### src/rtl/countdown_timer.sv
// countdown_timer
//   Count-down companion to the alarm clock. The user sets an hrs:min preset,
//   the block decrements hh:mm:ss once per tick and raises alarm at 00:00:00.
//   After the alarm clears, the count reloads from the preset.
//
// Parameters
//   MAX_HRS      highest settable hour value (hrs wraps MAX_HRS -> 0 in SET)
//   ALARM_TICKS  ticks the alarm stays high before it clears itself
//
// Ports
//   clk          clock, rising edge
//   reset        synchronous, active-high; clears all state
//   tick         one-cycle 1 Hz enable
//   set_mode     level, 1 = edit the preset
//   sethrs1min0  field selected for inc: 1 = hrs, 0 = min
//   inc          pulse, increments the selected field while in SET
//   start        pulse, run or resume (ignored when the count is 00:00:00)
//   stop         pulse, pause
//   alarmreset   pulse, acknowledge the alarm
//   sec/min/hrs  current count, binary
//   running      1 while counting
//   alarm        expiry indication
//
// Build option
//   AUTO_RELOAD_EN  when defined, expiry reloads the preset and keeps running
//                   with alarm raised, rather than stopping in an ALARM state.
module countdown_timer #(
    parameter int MAX_HRS     = 23,
    parameter int ALARM_TICKS = 10
) (
    input  logic       clk,
    input  logic       reset,
    input  logic       tick,
    input  logic       set_mode,
    input  logic       sethrs1min0,
    input  logic       inc,
    input  logic       start,
    input  logic       stop,
    input  logic       alarmreset,
    output logic [7:0] sec,
    output logic [7:0] min,
    output logic [7:0] hrs,
    output logic       running,
    output logic       alarm
);

    localparam int ACW = $clog2(ALARM_TICKS + 1);

    typedef enum logic [2:0] {IDLE, SET, RUN, PAUSE, ALARM} state_t;

    state_t         state, state_nxt;
    logic [7:0]     sec_nxt, min_nxt, hrs_nxt;
    logic [7:0]     pre_sec, pre_min, pre_hrs;
    logic [7:0]     pre_sec_nxt, pre_min_nxt, pre_hrs_nxt;
    logic [ACW-1:0] acnt, acnt_nxt;
    logic           alarm_nxt;

    logic [7:0]     dec_sec, dec_min, dec_hrs;
    logic           dec_zero;
    logic           cnt_zero;
    logic           acnt_last;

    // One-second decrement with borrow; hrs is never 0 when the borrow
    // reaches it because 00:00:00 is never counted down.
    always_comb begin
        dec_sec = sec;
        dec_min = min;
        dec_hrs = hrs;
        if (sec != 8'd0) begin
            dec_sec = sec - 8'd1;
        end else if (min != 8'd0) begin
            dec_sec = 8'd59;
            dec_min = min - 8'd1;
        end else begin
            dec_sec = 8'd59;
            dec_min = 8'd59;
            dec_hrs = hrs - 8'd1;
        end
    end

    assign dec_zero  = (hrs == 8'd0) && (min == 8'd0) && (sec == 8'd1);
    assign cnt_zero  = (hrs == 8'd0) && (min == 8'd0) && (sec == 8'd0);
    assign acnt_last = (acnt == ACW'(ALARM_TICKS - 1));

    always_comb begin
        state_nxt   = state;
        sec_nxt     = sec;
        min_nxt     = min;
        hrs_nxt     = hrs;
        pre_sec_nxt = pre_sec;
        pre_min_nxt = pre_min;
        pre_hrs_nxt = pre_hrs;
        acnt_nxt    = acnt;
        alarm_nxt   = alarm;

        case (state)
            IDLE, PAUSE: begin
                if (set_mode) begin
                    state_nxt = SET;
                    sec_nxt   = 8'd0;
                end else if (start && !cnt_zero) begin
                    state_nxt = RUN;
                end
            end

            SET: begin
                if (!set_mode) begin
                    state_nxt   = IDLE;
                    pre_sec_nxt = sec;
                    pre_min_nxt = min;
                    pre_hrs_nxt = hrs;
                end else if (inc) begin
                    if (sethrs1min0)
                        hrs_nxt = (hrs == 8'(MAX_HRS)) ? 8'd0 : hrs + 8'd1;
                    else
                        min_nxt = (min == 8'd59) ? 8'd0 : min + 8'd1;
                end
            end

            RUN: begin
                // alarm can only be high here in the auto-reload build
                if (alarmreset && alarm) begin
                    alarm_nxt = 1'b0;
                end else if (stop) begin
                    state_nxt = PAUSE;
                    alarm_nxt = 1'b0;
                end else if (tick) begin
                    if (dec_zero) begin
                        alarm_nxt = 1'b1;
                        acnt_nxt  = '0;
`ifdef AUTO_RELOAD_EN
                        sec_nxt   = pre_sec;
                        min_nxt   = pre_min;
                        hrs_nxt   = pre_hrs;
`else
                        sec_nxt   = 8'd0;
                        min_nxt   = 8'd0;
                        hrs_nxt   = 8'd0;
                        state_nxt = ALARM;
`endif
                    end else begin
                        sec_nxt = dec_sec;
                        min_nxt = dec_min;
                        hrs_nxt = dec_hrs;
                        if (alarm) begin
                            if (acnt_last)
                                alarm_nxt = 1'b0;
                            else
                                acnt_nxt = acnt + ACW'(1);
                        end
                    end
                end
            end

            ALARM: begin
                if (alarmreset || (tick && acnt_last)) begin
                    state_nxt = IDLE;
                    alarm_nxt = 1'b0;
                    sec_nxt   = pre_sec;
                    min_nxt   = pre_min;
                    hrs_nxt   = pre_hrs;
                end else if (tick) begin
                    acnt_nxt = acnt + ACW'(1);
                end
            end

            default: state_nxt = IDLE;
        endcase
    end

    always_ff @(posedge clk) begin
        if (reset) begin
            state   <= IDLE;
            sec     <= 8'd0;
            min     <= 8'd0;
            hrs     <= 8'd0;
            pre_sec <= 8'd0;
            pre_min <= 8'd0;
            pre_hrs <= 8'd0;
            acnt    <= '0;
            alarm   <= 1'b0;
            running <= 1'b0;
        end else begin
            state   <= state_nxt;
            sec     <= sec_nxt;
            min     <= min_nxt;
            hrs     <= hrs_nxt;
            pre_sec <= pre_sec_nxt;
            pre_min <= pre_min_nxt;
            pre_hrs <= pre_hrs_nxt;
            acnt    <= acnt_nxt;
            alarm   <= alarm_nxt;
            running <= (state_nxt == RUN);
        end
    end

endmodule

### config.mk
export PLATFORM = sky130hd
export DESIGN_NAME = countdown_timer
export DESIGN_NICKNAME = d
export VERILOG_FILES = /design/src/rtl/countdown_timer.sv
export SDC_FILE = /design/constraint.sdc
export NUM_CORES = 1
export LEC_CHECK = 0
export BUFFER_PORTS_ARGS = -buffer_cell sky130_fd_sc_hd__clkbuf_2
export CAP_MARGIN = 30
export CORE_MARGIN = 5
export CORE_UTILIZATION = 34
export CTS_BUF_LIST = sky130_fd_sc_hd__clkbuf_8
export DETAILED_ROUTE_END_ITERATION = 16
export HOLD_SLACK_MARGIN = 0.05
export PLACE_DENSITY = 0.56
export SLEW_MARGIN = 30
export SYNTH_ARGS = -nofsm -noshare
export SYNTH_HDL_FRONTEND = slang
export SYNTH_SLANG_ARGS = --single-unit
### constraint.sdc
create_clock -name clk -period 2.1 [get_ports clk]
set_input_delay 0.21 -clock clk [delete_from_list [all_inputs] [get_ports clk]]
set_output_delay 0.21 -clock clk [all_outputs]
set_load 0.1 [all_outputs]
* Yosys cells after proc, flatten, opt, wreduce, memory -nomap -nowiden
Index checks and enable logic that the tools add are counted.
** Word-level totals
- Flip-flop bits (word level) :: 57
- Output and inout bits :: 26
- Bits of input ports :: 9
** Operators by class
- Reductions and logical operators :: 24
- Equal/unequal tests :: 25
- Muxes and demuxes :: 58
- $add $sub $neg :: 6
- Bitwise gates (word level) :: 1
** Operators by type and width (count)
- 2-to-1 mux 8 bit :: 29
- case mux 8 bit (3 select lines) :: 3
- 2-to-1 mux 4 bit :: 8
- zero test 8 bit :: 3
- 2-to-1 mux 3 bit :: 8
- subtractor 8 x 1 -> 8 bit, second input constant :: 3
- inequality test 2 bit, second input constant :: 11
- adder 8 x 1 -> 8 bit, second input constant :: 2
- nonzero test 8 bit :: 2
- inequality test 3 bit, second input constant :: 4
- case mux 3 bit (4 select lines) :: 1
- AND reduction 10 bit :: 1
- equality test 3 x 2 -> 1 bit, second input constant :: 3
- AND reduction 9 bit :: 1
- equality test 8 x 1 -> 1 bit, second input constant :: 1
- equality test 8 x 5 -> 1 bit, second input constant :: 1
- equality test 8 x 6 -> 1 bit, second input constant :: 1
- case mux 4 bit (2 select lines) :: 1
- AND reduction 8 bit :: 1
- 2-to-1 mux 1 bit :: 7
- logical AND 1 bit :: 6
- AND reduction 6 bit :: 1
- nonzero test 3 bit :: 2
- adder 4 x 1 -> 4 bit, second input constant :: 1
- 13 further kinds :: 13

* Logic depth before layout (Yosys ltp)
- Word-level depth :: 9
- Depth in mapped cells :: 10

* Worst setup path after synthesis
OpenSTA, ideal clock, no wires.
- Path kind :: flip-flop to flip-flop
- Start :: register sec[0]
- End :: register sec[5]
- Library setup time :: 128 ps
- Arrival time :: 2868 ps
- Setup slack :: -895 ps
- Cell stages (with the launch flop) :: 10
- Buffers on the path :: 2
- Cell sequence :: dfxtp_1 -> ha_1 -> or4b_4 -> or3_4 -> o21ai_2 -> buf_6 -> buf_4 -> o21ai_1 -> a22oi_1 -> nor2_1
** Between the ends
- Longest elaborated chain between the ends :: 7
- Elaborated cells between the ends (all ways) :: 10
** Ends and longest elaborated chain
- start, declared :: RTL line 40 : output logic [7:0] sec,
- start signal, assigned :: RTL line 185 : sec <= sec_nxt;
- subtractor 8 x 1 -> 8 bit, or another cell as far along :: RTL line 70 : dec_sec = sec - 8'd1;
- 2-to-1 mux 8 bit / logical AND 1 bit (equally long branches) :: RTL line 69, 81
- 2-to-1 mux 8 bit * :: RTL line 128 : if (dec_zero) begin
- 2-to-1 mux 8 bit * :: RTL line 127 : end else if (tick) begin
- 2-to-1 mux 8 bit * :: RTL line 124 : end else if (stop) begin
- 2-to-1 mux 8 bit * :: RTL line 122 : if (alarmreset && alarm) begin
- case mux 8 bit (3 select lines) * :: RTL line 96 : case (state)
Mark *: on every way between the ends. The rest lies on a longest branch, timed or not. The select of a mux whose other input is x is not followed.
A chain may end at the register's enable or synchronous reset.

* Final worst setup path
- Start :: register hrs[1]
- End :: register min[3]
** Between the ends
- Longest elaborated chain between the ends :: 8
- Elaborated cells between the ends (all ways) :: 10
** Ends and longest elaborated chain
- start, declared :: RTL line 42 : output logic [7:0] hrs,
- start signal, assigned :: RTL line 187 : hrs <= hrs_nxt;
- zero test 8 bit * :: RTL line 81 : assign dec_zero = (hrs == 8'd0) && (min == 8'd0) && (sec == 8'd1);
- logical AND 1 bit * (2 in series) :: RTL line 81
- 2-to-1 mux 8 bit :: RTL line 128
- 2-to-1 mux 8 bit :: RTL line 127
- 2-to-1 mux 8 bit :: RTL line 124
- 2-to-1 mux 8 bit :: RTL line 122
- case mux 8 bit (3 select lines) :: RTL line 96
- end signal, assigned :: RTL line 186 : min <= min_nxt;
- end, declared :: RTL line 41 : output logic [7:0] min,
Marks and branches as above.

==> impl_metrics.toml <==
[outcome]
status = "complete, but fails checks"
violations = "negative setup slack"

[logic_synthesis]
synth_top_area_frac = 0.329
async_reset_ff_frac = 0
synth_seq_cells = 57
syn-mean-instance-area_sq_um = 7.26
synthTopCellsByCount = "nand2_1 (83), dfxtp_1 (57), a21oi_1 (55), nor2_1 (45), o21ai_0 (32)"
ys_seq_area_frac = 0.329
synth_edf_count = 0
synth-main-ff-cell = "dfxtp_1"
synth_area_leaders = "dfxtp_1 (33%), nand2_1 (9.0%), a21oi_1 (7.9%)"
post-synth-top-count-cell = "nand2_1"
synth_fp_nets = 496
synth.largest_area_cell = "dfxtp_1"
syn-cell-area_sq_mm = 0.00347
synth_cells = 478
ys_warn_count = 0
synth.distinct_cells = 62

[critical_path]
cpMaxStageDelayCell = "or4b_4"
reg2reg_from = "hrs[1]$_SDFFE_PP0P_"
cp_top_family = "simple AND/OR/NAND/NOR gates"
path_depth = 10
crit_arrival_ps = 2530
worstPathRequired_ps = 2320
reg2reg_depth = 10
critical_path.endpoint = "min[3]$_SDFFE_PP0P_"
crit_path_max_incr_delay_ps = 460
crit_fanout = 5
r2r_slack_ps = -210
crit_type = "flop to flop"
timing.rr.end = "min[3]$_SDFFE_PP0P_"
crit_buf_inv = 3
cp-startpoint = "hrs[1]$_SDFFE_PP0P_"
end_kind = "flop"
cp-start-kind = "flop"
path_cells = "inv_4 > ha_4 > or4b_4 > or3_4 > o21ai_4 > buf_6 > buf_4 > a31oi_1 > nor3_2 > nor3_1"

[clocking]
hold_buffers = 0
htree_levels = 3
cts_buffer_depth = 2
root_buffer = "clkbuf_8"
cts_buffers = 9
clk_pin_slew_ps = 70
clock_latency_ps = 350
tritoncts = "yes"
cts_sinks = 57

[grt]
grt.overflow.total = 0
antenna_found_initial = 0
grt_max_degree = 29
first_global_vias = 3641
grt_pass1_wl_um = 18300
track_usage = 0.180

[final_layout]
final_layout_size_suffix_gt1_frac = 0.346
areaGrowthSynthToFinish_pct = 35.5
multi_input_area_sq_mm = 0.00236
utilization = 0.477
diodes = 0
nNetsFinal = 580
seq_area_sq_mm = 0.00119
fillers = 997
layout.cells.non_filler = 699

[sta]
post-route-period-util = 1.10
finClkSkew_ps = 12.1
rsz0062_at_grt = "yes"
timing.fmax_ghz = 0.433
whs_ps = 262
period_needed_ps = 2310
final-hold-violation-count = 0
maxSlewViolCount = 0
fin_ws_ps = -207
tightestPinTransition_ps = 655
relSlewSlack = 0.563
setup_viol = 27

[drt]
detail_route.vias_per_cell = 5.44
drtIter0Drc = 227
drtPass1Iterations = 5
antenna_left = 0
drt-total-wl_um = 11200
vias = 3803
wl_per_cell_um = 16.1
route.detailed.drc = 0

[pwr]
powerDensity_mw_per_mm2 = 715
p_leak_nw = 1.81
power_mw = 3.36
ir_drop_uv = 360

[placed_design]
placedCellCount = 675
numPortBuffers = 34
routabilityCongestion = 0.871
hpwl_um = 7890

[die]
die-area_sq_mm = 0.0123
initial_utilization = 0.352
die_w_um = 111
num_io_pins = 35
die_y_um = 111
rows = 36
core_area_sq_mm = 0.00986

[job]
max_cap_violations = 0

[hold_path]
hold_path_depth = 3
hold_class = "input port to flop"
[through the flow]
| stage | cell area (sq um) | setup TNS (ps) | worst slack [ps] |
|---|---|---|---|
| after floorplan | 3580 | -5110 | -278 |
| after global placement | 4250 | -3400 | -186 |
| after detailed placement | 4250 | -3980 | -232 |
| after CTS | 4600 | -3050 | -192 |
| after global routing | 4700 | -5280 | -261 |
| final | 4700 | -3880 | -207 |
[where the power goes]
part / switching (mW) / internal, mW
Combinational: 0.780 / 0.463
Sequential: 0.0277 / 1.12
Clock: 0.460 / 0.512
[cell usage in the layout (no fill, tap or decap), drive strengths merged, types with 7 or more instances in the layout]
master  count
nand2      83
buf        73
dfxtp      57
a21oi      56
nor2       46
clkbuf     46
o21ai      35
inv        19
nand3      15
nor3       14
ha          9
nand4       7
xnor2       7
a211oi      7
[tightest hold or removal path, delay by kind of cell]
kind	cells	cell delay (ps)
buffers and inverters	1	140
AO/OA/AOI/OAI	1	80
AND/OR/NAND/NOR	1	110
[registers in the layout (all words and copies together), names as in the netlist]
register / count
sec: 8
state: 3
hrs: 8
alarm: 1
min: 8
pre_min: 8
pre_sec: 8
pre_hrs: 8
running: 1
acnt: 4
[layer usage]
metal / GRT usage / up-vias / part of all wire
met3: 0.0322 / 26 / 0.053
met2: 0.283 / 113 / 0.45
met4: 0.0673 / 0 / 0.021
met5: 0 / - / 0
met1: 0.245 / 1799 / 0.47
li1: - / 1865 / -
[final cells by class]
class                           instances  share of cell area
Clock buffer                           12              0.0351
Clock inverter                          3             0.00346
Inverter                               18              0.0154
Multi-Input combinational cell        369               0.501
Sequential cell                        57               0.253
Tap cell                              133              0.0354
Timing Repair Buffer                  107               0.156
[repair_timing]
action,4_1_cts,5_1_grt
pin swaps,16,14
setup endpoints to repair,29,32
buffers inserted,7,2
cloned,0,0
resized for setup,33,17
[how the worst min path moves through the flow]
stage                                 start                 endpoint  slack, ps
detailed placement  pre_min[4]$_SDFFE_PP0P_  pre_min[4]$_SDFFE_PP0P_        450
finish                                 tick      state[2]$_SDFF_PP0_        260
global placement    pre_min[2]$_SDFFE_PP0P_  pre_min[2]$_SDFFE_PP0P_        440
floorplan                              tick       alarm$_SDFFE_PP0P_        380
global route                           tick      state[2]$_SDFF_PP0_        310
CTS                                    tick      state[2]$_SDFF_PP0_        260
[cell families (layout without fill, tap and decap cells)]
group | count (synthesis) | in the layout | synth area share
muxes | 3 | 3 | 0.00866
AOI/OAI and AO/OA | 141 | 141 | 0.252
xor gates and xnor gates | 13 | 13 | 0.0328
buffers and inverters | 52 | 140 | 0.0624
adders and majority gates | 9 | 9 | 0.0325
DFF | 57 | 57 | 0.329
and+or+nand+nor | 203 | 203 | 0.282
(Power assumes the default switching activity.)
